--- config.mk ---
export PLATFORM = sky130hd
export DESIGN_NAME = model_display_reader
export DESIGN_NICKNAME = d
export VERILOG_FILES = /design/src/rtl/model_display_reader_pkg.sv /design/src/rtl/model_display_reader_sig_delay.sv /design/src/rtl/model_display_reader.sv
export SDC_FILE = /design/constraint.sdc
export NUM_CORES = 1
export LEC_CHECK = 0
export BUFFER_PORTS_ARGS = -buffer_cell sky130_fd_sc_hd__buf_2
export CORE_UTILIZATION = 47
export DETAILED_ROUTE_END_ITERATION = 7
export PLACE_DENSITY = 0.82
export SLEW_MARGIN = 20
export SYNTH_ARGS = -nofsm -noshare
export SYNTH_HDL_FRONTEND = slang
export SYNTH_SLANG_ARGS = --single-unit
--- constraint.sdc ---
create_clock -name clk -period 1.67 [get_ports clk]
set_input_delay 0.167 -clock clk [delete_from_list [all_inputs] [get_ports clk]]
set_output_delay 0.167 -clock clk [all_outputs]
set_load 0.01 [all_outputs]
--- src/rtl/model_display_reader_pkg.sv ---
// model_disp_pkg: shared types, constants and helpers for the model display reader.
//   SIZE_DEFAULT  default window edge in pixels
//   TRANSPARENT   stored color that shows the background instead
//   timing_t      sync/blank/window bundle carried through the latency pipe
//   addr_width()  BRAM address width for a SIZE x SIZE bank
//   expand_color() 10-bit stored color {c[9:7], c[6:0]} -> 12-bit RGB
package model_disp_pkg;

  localparam int SIZE_DEFAULT = 64;
  localparam logic [9:0] TRANSPARENT = 10'h000;

  typedef struct packed {
    logic win;
    logic hsync;
    logic vsync;
    logic blank;
  } timing_t;

  // While reset the display is blanked, syncs idle, nothing in the window.
  localparam timing_t TIMING_RESET = '{win: 1'b0, hsync: 1'b0, vsync: 1'b0, blank: 1'b1};

  function automatic int addr_width(input int size);
    return $clog2(size * size);
  endfunction

  // The low bit of each widened field is zero-filled rather than replicated.
  function automatic logic [11:0] expand_color(input logic [9:0] c);
    return {c[9:7], 1'b0, c[6:0], 1'b0};
  endfunction

endpackage

--- src/rtl/model_display_reader_sig_delay.sv ---
// sig_delay: fixed-depth shift pipe with asynchronous reset.
//   clk, rst   clock and async active-high reset (all stages load RESET_VAL)
//   d          value entering the pipe
//   q          value DEPTH cycles later
module sig_delay #(
  parameter int               WIDTH     = 1,
  parameter int               DEPTH     = 1,
  parameter logic [WIDTH-1:0] RESET_VAL = '0
) (
  input  logic             clk,
  input  logic             rst,
  input  logic [WIDTH-1:0] d,
  output logic [WIDTH-1:0] q
);

  logic [WIDTH-1:0] pipe_r [DEPTH];

  // Shift register; reset clears every stage so no stale value leaks out after release.
  always_ff @(posedge clk or posedge rst) begin
    if (rst) begin
      for (int i = 0; i < DEPTH; i++) pipe_r[i] <= RESET_VAL;
    end else begin
      pipe_r[0] <= d;
      for (int i = 1; i < DEPTH; i++) pipe_r[i] <= pipe_r[i-1];
    end
  end

  assign q = pipe_r[DEPTH-1];

endmodule

--- src/rtl/model_display_reader.sv ---
// model_display_reader: reads the front bank of the double-buffered model color
// buffer in step with the VGA raster and composites it over a background color.
//   clk, rst                       pixel clock, async active-high reset
//   hcount_in, vcount_in           raster position
//   hsync_in, vsync_in, blank_in   raw timing
//   frame_done_in                  writer finished the back bank (1-cycle pulse)
//   rd_addr_out, rd_bank_out       BRAM read address / bank (front bank)
//   rd_data_in                     BRAM data, RD_LAT cycles after the address
//   wr_bank_out                    bank the writer targets (back bank)
//   swap_out, frame_drop_out       bank swap / dropped frame pulses
//   pixel_out, hsync_out, vsync_out, blank_out  outputs, RD_LAT+2 cycles after input
module model_display_reader
  import model_disp_pkg::*;
#(
  parameter int          SIZE     = SIZE_DEFAULT,
  parameter int          X0       = 480,
  parameter int          Y0       = 352,
  parameter int          RD_LAT   = 2,
  parameter logic [11:0] BG_COLOR = 12'h800
) (
  input  logic                         clk,
  input  logic                         rst,
  input  logic [10:0]                  hcount_in,
  input  logic [9:0]                   vcount_in,
  input  logic                         hsync_in,
  input  logic                         vsync_in,
  input  logic                         blank_in,
  input  logic                         frame_done_in,
  output logic [addr_width(SIZE)-1:0]  rd_addr_out,
  output logic                         rd_bank_out,
  input  logic [9:0]                   rd_data_in,
  output logic                         wr_bank_out,
  output logic                         swap_out,
  output logic                         frame_drop_out,
  output logic [11:0]                  pixel_out,
  output logic                         hsync_out,
  output logic                         vsync_out,
  output logic                         blank_out
);

  localparam int          LOG    = $clog2(SIZE);
  localparam logic [10:0] X0_H   = 11'(X0);
  localparam logic [9:0]  Y0_V   = 10'(Y0);
  localparam logic [10:0] SIZE_H = 11'(SIZE);
  localparam logic [9:0]  SIZE_V = 10'(SIZE);

  // ---------------- window / address ----------------
  logic [10:0] dx_s;
  logic [9:0]  dy_s;
  logic        in_win_s;
  timing_t     timing_s;
  timing_t     timing_d_s;
  logic [addr_width(SIZE)-1:0] rd_addr_r;

  assign dx_s = hcount_in - X0_H;
  assign dy_s = vcount_in - Y0_V;
  // Offsets are unsigned, so "below X0/Y0" wraps large and fails the < SIZE test too;
  // the explicit >= keeps the test exact near the top of the counter range.
  assign in_win_s = (hcount_in >= X0_H) && (dx_s < SIZE_H) &&
                    (vcount_in >= Y0_V) && (dy_s < SIZE_V);

  // Stage 0 address register (row-major, SIZE is a power of two).
  always_ff @(posedge clk or posedge rst) begin
    if (rst) rd_addr_r <= '0;
    else     rd_addr_r <= {dy_s[LOG-1:0], dx_s[LOG-1:0]};
  end

  assign rd_addr_out = rd_addr_r;

  // Timing bundle rides alongside the BRAM read: stage 0 plus RD_LAT read cycles.
  assign timing_s = '{win: in_win_s, hsync: hsync_in, vsync: vsync_in, blank: blank_in};

  sig_delay #(
    .WIDTH     ($bits(timing_t)),
    .DEPTH     (RD_LAT + 1),
    .RESET_VAL (TIMING_RESET)
  ) u_timing_delay (
    .clk (clk),
    .rst (rst),
    .d   (timing_s),
    .q   (timing_d_s)
  );

  // ---------------- output compositing ----------------
  logic [11:0] pix_next_s;
  logic [11:0] pixel_r;
  logic        hsync_r;
  logic        vsync_r;
  logic        blank_r;

  // Pixel select: blank wins, then window with transparency, else background.
  always_comb begin
    pix_next_s = BG_COLOR;
    if (timing_d_s.blank) begin
      pix_next_s = 12'h000;
    end else if (timing_d_s.win && (rd_data_in != TRANSPARENT)) begin
      pix_next_s = expand_color(rd_data_in);
    end else begin
      pix_next_s = BG_COLOR;
    end
  end

  // Output register for pixel and the matched timing signals.
  always_ff @(posedge clk or posedge rst) begin
    if (rst) begin
      pixel_r <= 12'h000;
      hsync_r <= 1'b0;
      vsync_r <= 1'b0;
      blank_r <= 1'b1;
    end else begin
      pixel_r <= pix_next_s;
      hsync_r <= timing_d_s.hsync;
      vsync_r <= timing_d_s.vsync;
      blank_r <= timing_d_s.blank;
    end
  end

  assign pixel_out = pixel_r;
  assign hsync_out = hsync_r;
  assign vsync_out = vsync_r;
  assign blank_out = blank_r;

  // ---------------- bank swap FSM ----------------
  logic front_bank_r;
  logic pending_r;
  logic vsync_prev_r;
  logic swap_r;
  logic drop_r;
  logic vs_rise_s;
  logic swap_s;
  logic drop_s;
  logic front_next_s;
  logic pending_next_s;

  assign vs_rise_s = vsync_in && !vsync_prev_r;

  // State register: bank/pending state, vsync edge history and the registered pulses.
  always_ff @(posedge clk or posedge rst) begin
    if (rst) begin
      front_bank_r <= 1'b0;
      pending_r    <= 1'b0;
      vsync_prev_r <= 1'b0;
      swap_r       <= 1'b0;
      drop_r       <= 1'b0;
    end else begin
      front_bank_r <= front_next_s;
      pending_r    <= pending_next_s;
      vsync_prev_r <= vsync_in;
      swap_r       <= swap_s;
      drop_r       <= drop_s;
    end
  end

  // Event decode: a done arriving on the swap edge is consumed, never dropped.
  always_comb begin
    swap_s = 1'b0;
    drop_s = 1'b0;
    if (vs_rise_s && (pending_r || frame_done_in)) begin
      swap_s = 1'b1;
    end else begin
      swap_s = 1'b0;
    end
    if (frame_done_in && pending_r && !vs_rise_s) begin
      drop_s = 1'b1;
    end else begin
      drop_s = 1'b0;
    end
  end

  // Next-state: swap toggles the front bank and clears pending; a done otherwise sets it.
  always_comb begin
    front_next_s   = front_bank_r;
    pending_next_s = pending_r;
    if (swap_s) begin
      front_next_s   = ~front_bank_r;
      pending_next_s = 1'b0;
    end else if (frame_done_in) begin
      pending_next_s = 1'b1;
    end else begin
      pending_next_s = pending_r;
    end
  end

  assign rd_bank_out    = front_bank_r;
  assign wr_bank_out    = ~front_bank_r;
  assign swap_out       = swap_r;
  assign frame_drop_out = drop_r;

endmodule

==> impl_metrics.env, run 1 <==
export IMPL_dp_worst_setup_slack_ns=0.419
export IMPL_crit_path_cell_trace="buf_2"
export IMPL_die_height_um=55.2
export IMPL_leakagePower_nw=0.992
export IMPL_first_pass_grt_wire_length_mm=3.97
export IMPL_layout_commonest_cell="buf_2"
export IMPL_post_cts_setup_buffer_count=0
export IMPL_final_core_util_pct=73.9
export IMPL_drt_first_pass_iters=4
export IMPL_slowest_delay_ns=0.53
export IMPL_numClockSinks=41
export IMPL_drive_above_1_share_pct=45.1
export IMPL_worstSkewPairLatency_ns=0.34
export IMPL_synthesis_area_sq_um=1330
export IMPL_path_class="reg2out"
export IMPL_power_density_nw_per_um2=928
export IMPL_wl_per_cell_um=13.3
export IMPL_cts_hold_buffers=14
export IMPL_vdd_ir_drop_max_mv=0.777
export IMPL_globalRouteTotalUtil_pct=20.7
export IMPL_grt_start_max_net_pins=32
export IMPL_cts_htree_levels=2
export IMPL_fp_coreArea_sq_um=2570
export IMPL_yosys_warnings=0
export IMPL_final_setup_skew_ns=0.00317
export IMPL_post_synthesis_cell_type_count=27
export IMPL_fin_crit_sh_pct=68.9
export IMPL_detailroute_via_count=969
export IMPL_drv_slew=0
export IMPL_worstSetupStartpointType="register"
export IMPL_r2r_slack_ns=0.74
export IMPL_post_dp_hpwl_mm=1.85
export IMPL_clkSlewWorstSetupHoldPaths_ns=0.11
export IMPL_setup_tns_final_ns=0
export IMPL_finalWorstPathRequiredPeriod_ns=1.15
export IMPL_tritoncts="built"
export IMPL_port_buffers=65
export IMPL_vias_per_cell=4.73
export IMPL_route_antenna_remaining_nets=0
export IMPL_hold_viol_final=0
export IMPL_initial_core_util_pct=51.8
export IMPL_unrepaired_setup_endpoints_after_global_routing="no"
export IMPL_end_kind="primary output"
export IMPL_clock_path_buffers=2
export IMPL_layout_nets=213
export IMPL_drc_errors=0
export IMPL_path_max_fanout=1
export IMPL_die_area_sq_um=3050
export IMPL_leading_cell_types_in_the_layout_fill_and_taps_excluded="65 x buf_2, 37 x dfrtp_1, 14 x dlygate4sd3_1"
export IMPL_netlist_instances=88
export IMPL_synth_register_bits=41
export IMPL_worst_slack_ns=0.519
export IMPL_root_buffer="clkbuf_4"
export IMPL_critPathArrivalTime_ns=0.98
export IMPL_worst_path_dominant_cell_family="flip-flops"
export IMPL_number_of_antenna_violations_at_the_first_check_in_global_routing=0
export IMPL_tritoncts_num_buffers=5
export IMPL_critPathBufInv=1
export IMPL_row_cnt=18
export IMPL_postSynthAreaPerCell_sq_um=15.1
export IMPL_grt_pass1_vias=941
export IMPL_final_setup_viol_count=0
export IMPL_run_status="finished clean"
export IMPL_postCtsResizedCells=0
export IMPL_final_gp_congestion=0.643
export IMPL_timing_critical_path_slowest_stage_cell="dfstp_2"
export IMPL_maxClockFrequency_mhz=869
export IMPL_wirelength_mm=2.72
export IMPL_detail_route_iter0_violations=7
export IMPL_ys_seq_area_share_pct=77.5
export IMPL_max_cap_violations=0
export IMPL_min_delay_path_class="in2reg"
export IMPL_die_x_um=55.2
export IMPL_grt_remaining_overflow=0
export IMPL_antennaDiodeCount=0
export IMPL_required_time_of_the_critical_path_ns=1.50
export IMPL_io_pins=68
export IMPL_areaGrowthSynthToFinish_pct=42.6
per-layer routing:
layer  vias up  GRT usage (%)  share of wire [%]
met2        55           37.3                 52
met3        11           7.10                8.1
li1        461              -                  -
met4         0           15.4                3.9
met5         -              0                  0
met1       442           18.9                 36
through the flow:
step	total power [mW]	area (sq um)	cells	hold slack, ns
floorplan	1.17	1330	89	0.171
global placement	1.28	1700	183	0.184
detailed placement	1.29	1700	183	0.190
CTS	1.77	1900	205	0.0000536
global route	1.85	1900	205	0.00770
finish	1.76	1900	205	0.00629
area by class of cell:
| class | count | area (sq um) |
|---|---|---|
| clock buffers | 5 | 37.5 |
| flip-flops and latches | 41 | 1030 |
| multi-input cells | 41 | 269 |
| well taps | 30 | 37.5 |
| clock inverters | 3 | 17.5 |
| inverters | 5 | 18.8 |
| fillers | 186 | 671 |
| repair buffers | 80 | 485 |
power by group:
part           internal [mW]  switching, mW  leakage, nW  total [mW]
clock network          0.159          0.309       0.0310       0.468
registers               1.04         0.0158        0.503        1.06
logic                  0.113          0.117        0.457       0.231
total                   1.32          0.443        0.992        1.76
worst paths after layout:
check,start,endpoint,depth (start not counted)
hold reg to reg,u_timing_delay.q[1]$_DFF_PP0_,vsync_out$_DFF_PP0_,0
setup / recovery,blank_out$_DFF_PP1_,blank_out,1
hold / removal,hcount_in[5],rd_addr_out[5]$_DFF_PP0_,2
setup reg to reg,u_timing_delay.pipe_r[9]$_DFF_PP0_,rd_bank_out$_DFFE_PP0P_,3
min in group asynchronous,rst,rd_addr_out[11]$_DFF_PP0_,3
max in group asynchronous,rst,u_timing_delay.pipe_r[4]$_DFF_PP1_,4
worst reg2reg max path, cell delays in order, from the launching register on:
cell and delay (ns):
dfrtp_1 0.39, nand2b_1 0.17, nor2_1 0.16, xnor2_1 0.14
cell families after synthesis:
family / Yosys count / synth area share (%)
AO/OA/AOI/OAI: 8 / 4.89
XOR/XNOR: 2 / 1.32
adder cells (fa/ha/maj): 2 / 1.88
buffers and inverters: 7 / 2.54
flip-flops: 41 / 77.5
other: 1 / 0.282
AND/OR/NAND/NOR: 27 / 11.6
flip-flops by register name (all words and copies together), names as in the netlist:
name and count:
blank_out 1, frame_drop_out 1, hsync_out 1, pending_r 1
pixel_out 10, rd_addr_out 12, rd_bank_out 1, swap_out 1
u_timing_delay.pipe_r 8, u_timing_delay.q 4, vsync_out 1
synthesized netlist by cell type:
cell type	number	area [sq um]
dfrtp_1	37	926
and2_1	9	56.3
inv_1	5	18.8
nor2_1	5	18.8
dfstp_2	4	105
a311oi_1	2	17.5
a31oi_1	2	12.5
buf_4	2	15.0
ha_1	2	25.0
nand3_1	2	10.0
nor4_1	2	12.5
a2111oi_2	1	15.0
a211oi_1	1	7.51
a21oi_1	1	5.00
a22oi_1	1	7.51
and3_1	1	6.26
conb_1	1	3.75
nand2_1	1	3.75
nand2b_1	1	6.26
nand4_1	1	6.26
nand4b_1	1	8.76
nor2b_1	1	6.26
nor3_1	1	5.00
nor3b_1	1	7.51
or3_1	1	6.26
xnor2_1	1	8.76
xor2_1	1	8.76
No activity file was read; power rests on OpenSTA's default activity.
==> run 2, diff against run 1 <==
--- a/config.mk
+++ b/config.mk
@@ -6,9 +6,9 @@
 export NUM_CORES = 1
 export LEC_CHECK = 0
 export BUFFER_PORTS_ARGS = -buffer_cell sky130_fd_sc_hd__buf_2
-export CORE_UTILIZATION = 47
+export CORE_UTILIZATION = 39
 export DETAILED_ROUTE_END_ITERATION = 7
-export PLACE_DENSITY = 0.82
+export PLACE_DENSITY = 0.73
 export SLEW_MARGIN = 20
 export SYNTH_ARGS = -nofsm -noshare
 export SYNTH_HDL_FRONTEND = slang
==> constraint.sdc (replaced) <==
create_clock -name clk -period 0.9 [get_ports clk]
set_input_delay 0.09 -clock clk [delete_from_list [all_inputs] [get_ports clk]]
set_output_delay 0.09 -clock clk [all_outputs]
set_load 0.01 [all_outputs]
==> impl_metrics.env, run 2 (synthesis results as in run 1) <==
export IMPL_run_status="complete, but fails checks"
export IMPL_failed_checks="setup timing"
export IMPL_final_core_util_pct=69.2
export IMPL_total_power_mw=3.42
export IMPL_numClockSinks=41
export IMPL_detailroute_via_count=1060
export IMPL_hold_viol_final=0
export IMPL_grt_remaining_overflow=0
export IMPL_io_pins=68
export IMPL_power_density_nw_per_um2=1570
export IMPL_grt_start_max_net_pins=42
export IMPL_maxClockFrequency_mhz=952
export IMPL_worstSkewPairLatency_ns=0.33
export IMPL_final_setup_viol_count=32
export IMPL_clock_path_buffers=2
export IMPL_finalWorstPathRequiredPeriod_ns=1.05
export IMPL_cts_htree_levels=2
export IMPL_wirelength_mm=3.01
export IMPL_path_max_fanout=1
export IMPL_worstMarginPinSlew_ns=0.506
export IMPL_drv_slew=0
export IMPL_fp_coreArea_sq_um=3150
export IMPL_end_kind="primary output"
export IMPL_design_area_sq_um=2180
export IMPL_leakagePower_nw=1.09
export IMPL_required_time_of_the_critical_path_ns=0.81
export IMPL_die_x_um=60.4
export IMPL_antennaDiodeCount=0
export IMPL_slew_headroom_pct=65.9
export IMPL_die_area_sq_um=3650
export IMPL_globalRouteTotalUtil_pct=17.0
export IMPL_minimum_hold_slack_ns=0.0339
export IMPL_initial_core_util_pct=42.2
export IMPL_drc_errors=0
export IMPL_min_delay_path_class="in2reg"
export IMPL_worstSetupStartpointType="register"
export IMPL_vdd_ir_drop_max_mv=1.04
export IMPL_row_cnt=20
export IMPL_timing_critical_path_slowest_stage_cell="dfstp_2"
export IMPL_post_dp_hpwl_mm=1.83
export IMPL_largest_register_ffs=12
export IMPL_wl_per_cell_um=12.8
export IMPL_tritoncts="built"
export IMPL_route_antenna_remaining_nets=0
export IMPL_areaGrowthSynthToFinish_pct=64.0
export IMPL_number_of_antenna_violations_at_the_first_check_in_global_routing=0
export IMPL_port_buffers=65
export IMPL_max_cap_violations=0
export IMPL_detail_route_iter0_violations=41
export IMPL_first_pass_grt_wire_length_mm=4.32
export IMPL_layout_nets=231
export IMPL_layout_commonest_cell="buf_2"
export IMPL_worst_slack_ns=-0.151
export IMPL_path_class="reg2out"
export IMPL_post_cts_setup_buffer_count=0
export IMPL_slowest_delay_ns=0.54
export IMPL_critPathArrivalTime_ns=0.96
export IMPL_die_height_um=60.4
export IMPL_final_gp_congestion=0.695
export IMPL_fin_crit_sh_pct=117
export IMPL_clkSlewWorstSetupHoldPaths_ns=0.10
export IMPL_worst_path_dominant_cell_family="flip-flops"
export IMPL_drt_first_pass_iters=4
export IMPL_leading_cell_types_in_the_layout_fill_and_taps_excluded="60 x buf_2, 37 x dfrtp_1, 25 x dlygate4sd3_1"
export IMPL_final_setup_skew_ns=0.00445
export IMPL_drive_above_1_share_pct=52.1
export IMPL_placed_area_sq_um=1790
export IMPL_vias_per_cell=4.49
export IMPL_crit_path_cell_trace="buf_6"
export IMPL_place_detailed_instances=204
export IMPL_tritoncts_num_buffers=5
export IMPL_critPathBufInv=1
export IMPL_layoutNonFillerInstCount=236
export IMPL_grt_pass1_vias=1004
export IMPL_root_buffer="clkbuf_4"
export IMPL_unrepaired_setup_endpoints_after_global_routing="yes"
run 2: cell types whose count changed in the layout (fill, tap and decap cells not counted), moves of 3 or more:
cell and change:
dlygate4sd3_1 +11, buf_4 +7, buf_2 -5, and2_1 -6, nor2_1 -3, and2_4 +6, buf_6 +5
run 2: area by class of cell:
type                       count  area, sq um
sequential                    41         1030
fill                         230          972
timing repair buffer          98          679
multi-input combinational     41          338
clock buffer                   7         55.1
tap                           44         55.1
inverter                       5         22.5
run 2: repair_timing:
action / in CTS / in global routing
pin swaps: 2 / 9
endpoints found under the setup margin: 35 / 39
gates resized for setup: 6 / 14
hold endpoints to repair: 61 / 0
hold buffers: 25 / 0
run 2: worst paths after layout:
check / to / from / depth (start not counted) / slack (ns)
setup reg to reg: pixel_out[7]$_DFF_PP0_ / u_timing_delay.q[0]$_DFF_PP1_ / 2 / -0.03
setup / recovery: blank_out / blank_out$_DFF_PP1_ / 1 / -0.15
max in group asynchronous: u_timing_delay.pipe_r[4]$_DFF_PP1_ / rst / 4 / 0.30
min in group asynchronous: pixel_out[10]$_DFF_PP0_ / rst / 4 / 0.34
hold / removal: rd_addr_out[11]$_DFF_PP0_ / vcount_in[5] / 3 / 0.03
hold reg to reg: u_timing_delay.q[1]$_DFF_PP0_ / u_timing_delay.pipe_r[5]$_DFF_PP0_ / 0 / 0.35
run 2: per-layer routing:
metal  vias to the layer above  share of wire [%]  GRT usage [%]
met5                         -                  0              0
met4                         0                1.1           6.64
met3                         6                7.6           6.82
met2                        60                 55           30.9
met1                       496                 36           17.5
li1                        498                  -              -
run 2: through the flow:
stage / setup slack (ns) / TNS (ns)
2_1_floorplan: 0.0381 / 0
3_3_place_gp: -0.159 / -0.485
3_5_place_dp: -0.186 / -0.465
4_1_cts: -0.173 / -1.58
5_1_grt: -0.197 / -2.84
6_report: -0.151 / -1.04
run 2: where the power goes:
| group | switching [mW] | total, mW | leakage (nW) | internal [mW] |
|---|---|---|---|---|
| logic | 0.262 | 0.576 | 0.555 | 0.314 |
| clock network | 0.506 | 0.875 | 0.0314 | 0.369 |
| registers | 0.0356 | 1.97 | 0.503 | 1.94 |
| total | 0.804 | 3.42 | 1.09 | 2.62 |
==> run 3, diff against run 2 <==
--- a/config.mk
+++ b/config.mk
@@ -5,10 +5,13 @@
 export SDC_FILE = /design/constraint.sdc
 export NUM_CORES = 1
 export LEC_CHECK = 0
+export ABC_CLOCK_PERIOD_IN_PS = 900
 export BUFFER_PORTS_ARGS = -buffer_cell sky130_fd_sc_hd__buf_2
+export CORE_MARGIN = 2
 export CORE_UTILIZATION = 39
 export DETAILED_ROUTE_END_ITERATION = 7
 export PLACE_DENSITY = 0.73
+export RECOVER_POWER = 100
 export SLEW_MARGIN = 20
 export SYNTH_ARGS = -nofsm -noshare
 export SYNTH_HDL_FRONTEND = slang
==> impl_metrics.env, run 3 (synthesis results as in run 1) <==
export IMPL_grt_pass1_vias=1095
export IMPL_number_of_antenna_violations_at_the_first_check_in_global_routing=0
export IMPL_leading_cell_types_in_the_layout_fill_and_taps_excluded="59 x buf_2, 37 x dfrtp_1, 24 x dlygate4sd3_1"
export IMPL_drive_above_1_share_pct=54.2
export IMPL_clock_path_buffers=2
export IMPL_vdd_ir_drop_max_mv=0.761
export IMPL_wirelength_mm=3.37
export IMPL_detailroute_via_count=1090
export IMPL_worstMarginPinSlew_ns=0.496
export IMPL_die_height_um=62.4
export IMPL_clkSlewWorstSetupHoldPaths_ns=0.11
export IMPL_globalRouteTotalUtil_pct=17.4
export IMPL_layoutNonFillerInstCount=238
export IMPL_grt_remaining_overflow=0
export IMPL_vias_per_cell=4.58
export IMPL_slew_headroom_pct=66.7
export IMPL_io_pins=68
export IMPL_critPathBufInv=1
export IMPL_critPathArrivalTime_ns=0.99
export IMPL_final_core_util_pct=66.9
export IMPL_total_power_mw=3.81
export IMPL_min_delay_path_class="in2reg"
export IMPL_route_antenna_remaining_nets=0
export IMPL_leakagePower_nw=1.09
export IMPL_place_detailed_instances=204
export IMPL_power_combinational_fraction_pct=15.9
export IMPL_total_switching_power_mw=0.875
export IMPL_worst_slack_ns=-0.181
export IMPL_drt_first_pass_iters=4
export IMPL_share_seq_of_total_power_pct=52.0
export IMPL_finalWorstPathRequiredPeriod_ns=1.08
export IMPL_final_setup_viol_count=38
export IMPL_first_pass_grt_wire_length_mm=5.11
export IMPL_final_gp_congestion=0.737
export IMPL_drv_slew=0
export IMPL_largest_register_ffs=12
export IMPL_root_buffer="clkbuf_4"
export IMPL_die_area_sq_um=3890
export IMPL_hold_viol_final=0
export IMPL_power_share_switching_pct=23.0
export IMPL_internal_power_mw=2.93
export IMPL_max_cap_violations=0
export IMPL_fp_coreArea_sq_um=3310
export IMPL_die_x_um=62.4
export IMPL_grt_start_max_net_pins=20
export IMPL_row_cnt=21
export IMPL_tritoncts_num_buffers=5
export IMPL_met3_usage_pct=6.67
export IMPL_slowest_delay_ns=0.56
export IMPL_detail_route_iter0_violations=27
export IMPL_areaGrowthSynthToFinish_pct=66.5
export IMPL_initial_core_util_pct=40.2
export IMPL_post_dp_hpwl_mm=2.00
export IMPL_path_max_fanout=1
export IMPL_tritoncts="built"
export IMPL_antennaDiodeCount=0
export IMPL_end_kind="primary output"
export IMPL_maxClockFrequency_mhz=925
export IMPL_required_time_of_the_critical_path_ns=0.81
export IMPL_worstSetupStartpointType="register"
export IMPL_layout_nets=230
export IMPL_crit_path_cell_trace="buf_6"
export IMPL_cts_htree_levels=2
export IMPL_timing_critical_path_slowest_stage_cell="dfstp_2"
export IMPL_fin_crit_sh_pct=120
export IMPL_run_status="complete, but fails checks"
export IMPL_globalRoute_busiestLayer="met2"
export IMPL_unrepaired_setup_endpoints_after_global_routing="yes"
export IMPL_failed_checks="setup timing"
export IMPL_power_density_nw_per_um2=1720
export IMPL_numClockSinks=41
export IMPL_port_buffers=65
export IMPL_placed_area_sq_um=1780
export IMPL_worst_path_dominant_cell_family="flip-flops"
export IMPL_design_area_sq_um=2210
export IMPL_worstSkewPairLatency_ns=0.34
export IMPL_grt_use_met2_pct=30.3
export IMPL_path_class="reg2out"
export IMPL_globalRouteMet1Util_pct=18.9
export IMPL_final_setup_skew_ns=0.00736
export IMPL_layout_commonest_cell="buf_2"
export IMPL_wl_per_cell_um=14.1
export IMPL_p_clk_share_pct=32.1
export IMPL_drc_errors=0
==> run 3: changes by cell type in the layout (fill, tap and decap cells not counted), moves of 2 or more <==
cell and change:
nor4_2 +2, buf_4 -3, nor4_1 -2, clkbuf_1 +3
==> run 3: cell type report <==
class,instances,area [sq um]
timing repair buffer,97,642
multi-input combinational,41,373
clock buffer,6,51.3
inverter,5,22.5
tap,46,57.6
fill,260,1100
clock inverter,2,37.5
sequential,41,1030
==> run 3: power by group through the flow <==
| stage | registers [mW] | clock network (mW) | logic (mW) |
|---|---|---|---|
| floorplan | 2.04 | 0 | 0.139 |
| global placement | 2.00 | 0 | 0.396 |
| detailed placement | 2.00 | 0 | 0.413 |
| CTS | 1.97 | 1.27 | 0.565 |
| global route | 1.99 | 1.36 | 0.659 |
| finish | 1.98 | 1.22 | 0.606 |
==> run 3: final timing paths <==
kind	startpoint	endpoint	slack, ns	cells after the start
worst max-delay path	blank_out$_DFF_PP1_	blank_out	-0.18	1
worst min-delay path	rd_data_in[9]	pixel_out[11]$_DFF_PP0_	0.04	3
worst max register to register	u_timing_delay.q[0]$_DFF_PP1_	pixel_out[9]$_DFF_PP0_	-0.07	2
worst min register to register	u_timing_delay.pipe_r[4]$_DFF_PP1_	u_timing_delay.q[0]$_DFF_PP1_	0.36	0
max in group asynchronous	rst	u_timing_delay.pipe_r[7]$_DFF_PP0_	0.09	4
min in group asynchronous	rst	pixel_out[3]$_DFF_PP0_	0.28	3
==> run 3: worst register-to-register path: stages (launching register included) <==
cell	delay, ns
dfstp_2	0.62
a311oi_4	0.06
and2_4	0.19
==> run 3: per-stage QoR <==
| stage | setup WS [ns] | setup TNS (ns) | hold WS, ns |
|---|---|---|---|
| 5_1_grt | -0.234 | -3.61 | 0.0316 |
| 3_5_place_dp | -0.248 | -0.570 | 0.119 |
| 6_report | -0.181 | -1.78 | 0.0445 |
| 2_1_floorplan | 0.0381 | 0 | 0.0737 |
| 4_1_cts | -0.175 | -1.86 | 0.00269 |
| 3_3_place_gp | -0.137 | -0.351 | 0.111 |
==> run 3: timing repair <==
action,CTS,global route
endpoints found under the setup margin,35,40
buffers inserted,1,2
hold buffers,24,0
endpoints found under the hold margin,36,0
resized for setup,6,21
pin swaps,2,14
==> run 3: routing by layer <==
metal,wire length (um),share of wire (%),up-vias
met4,113,3.4,0
met3,220,6.5,12
met5,0,0,-
met1,1350,40,519
li1,-,-,497
met2,1680,50,62
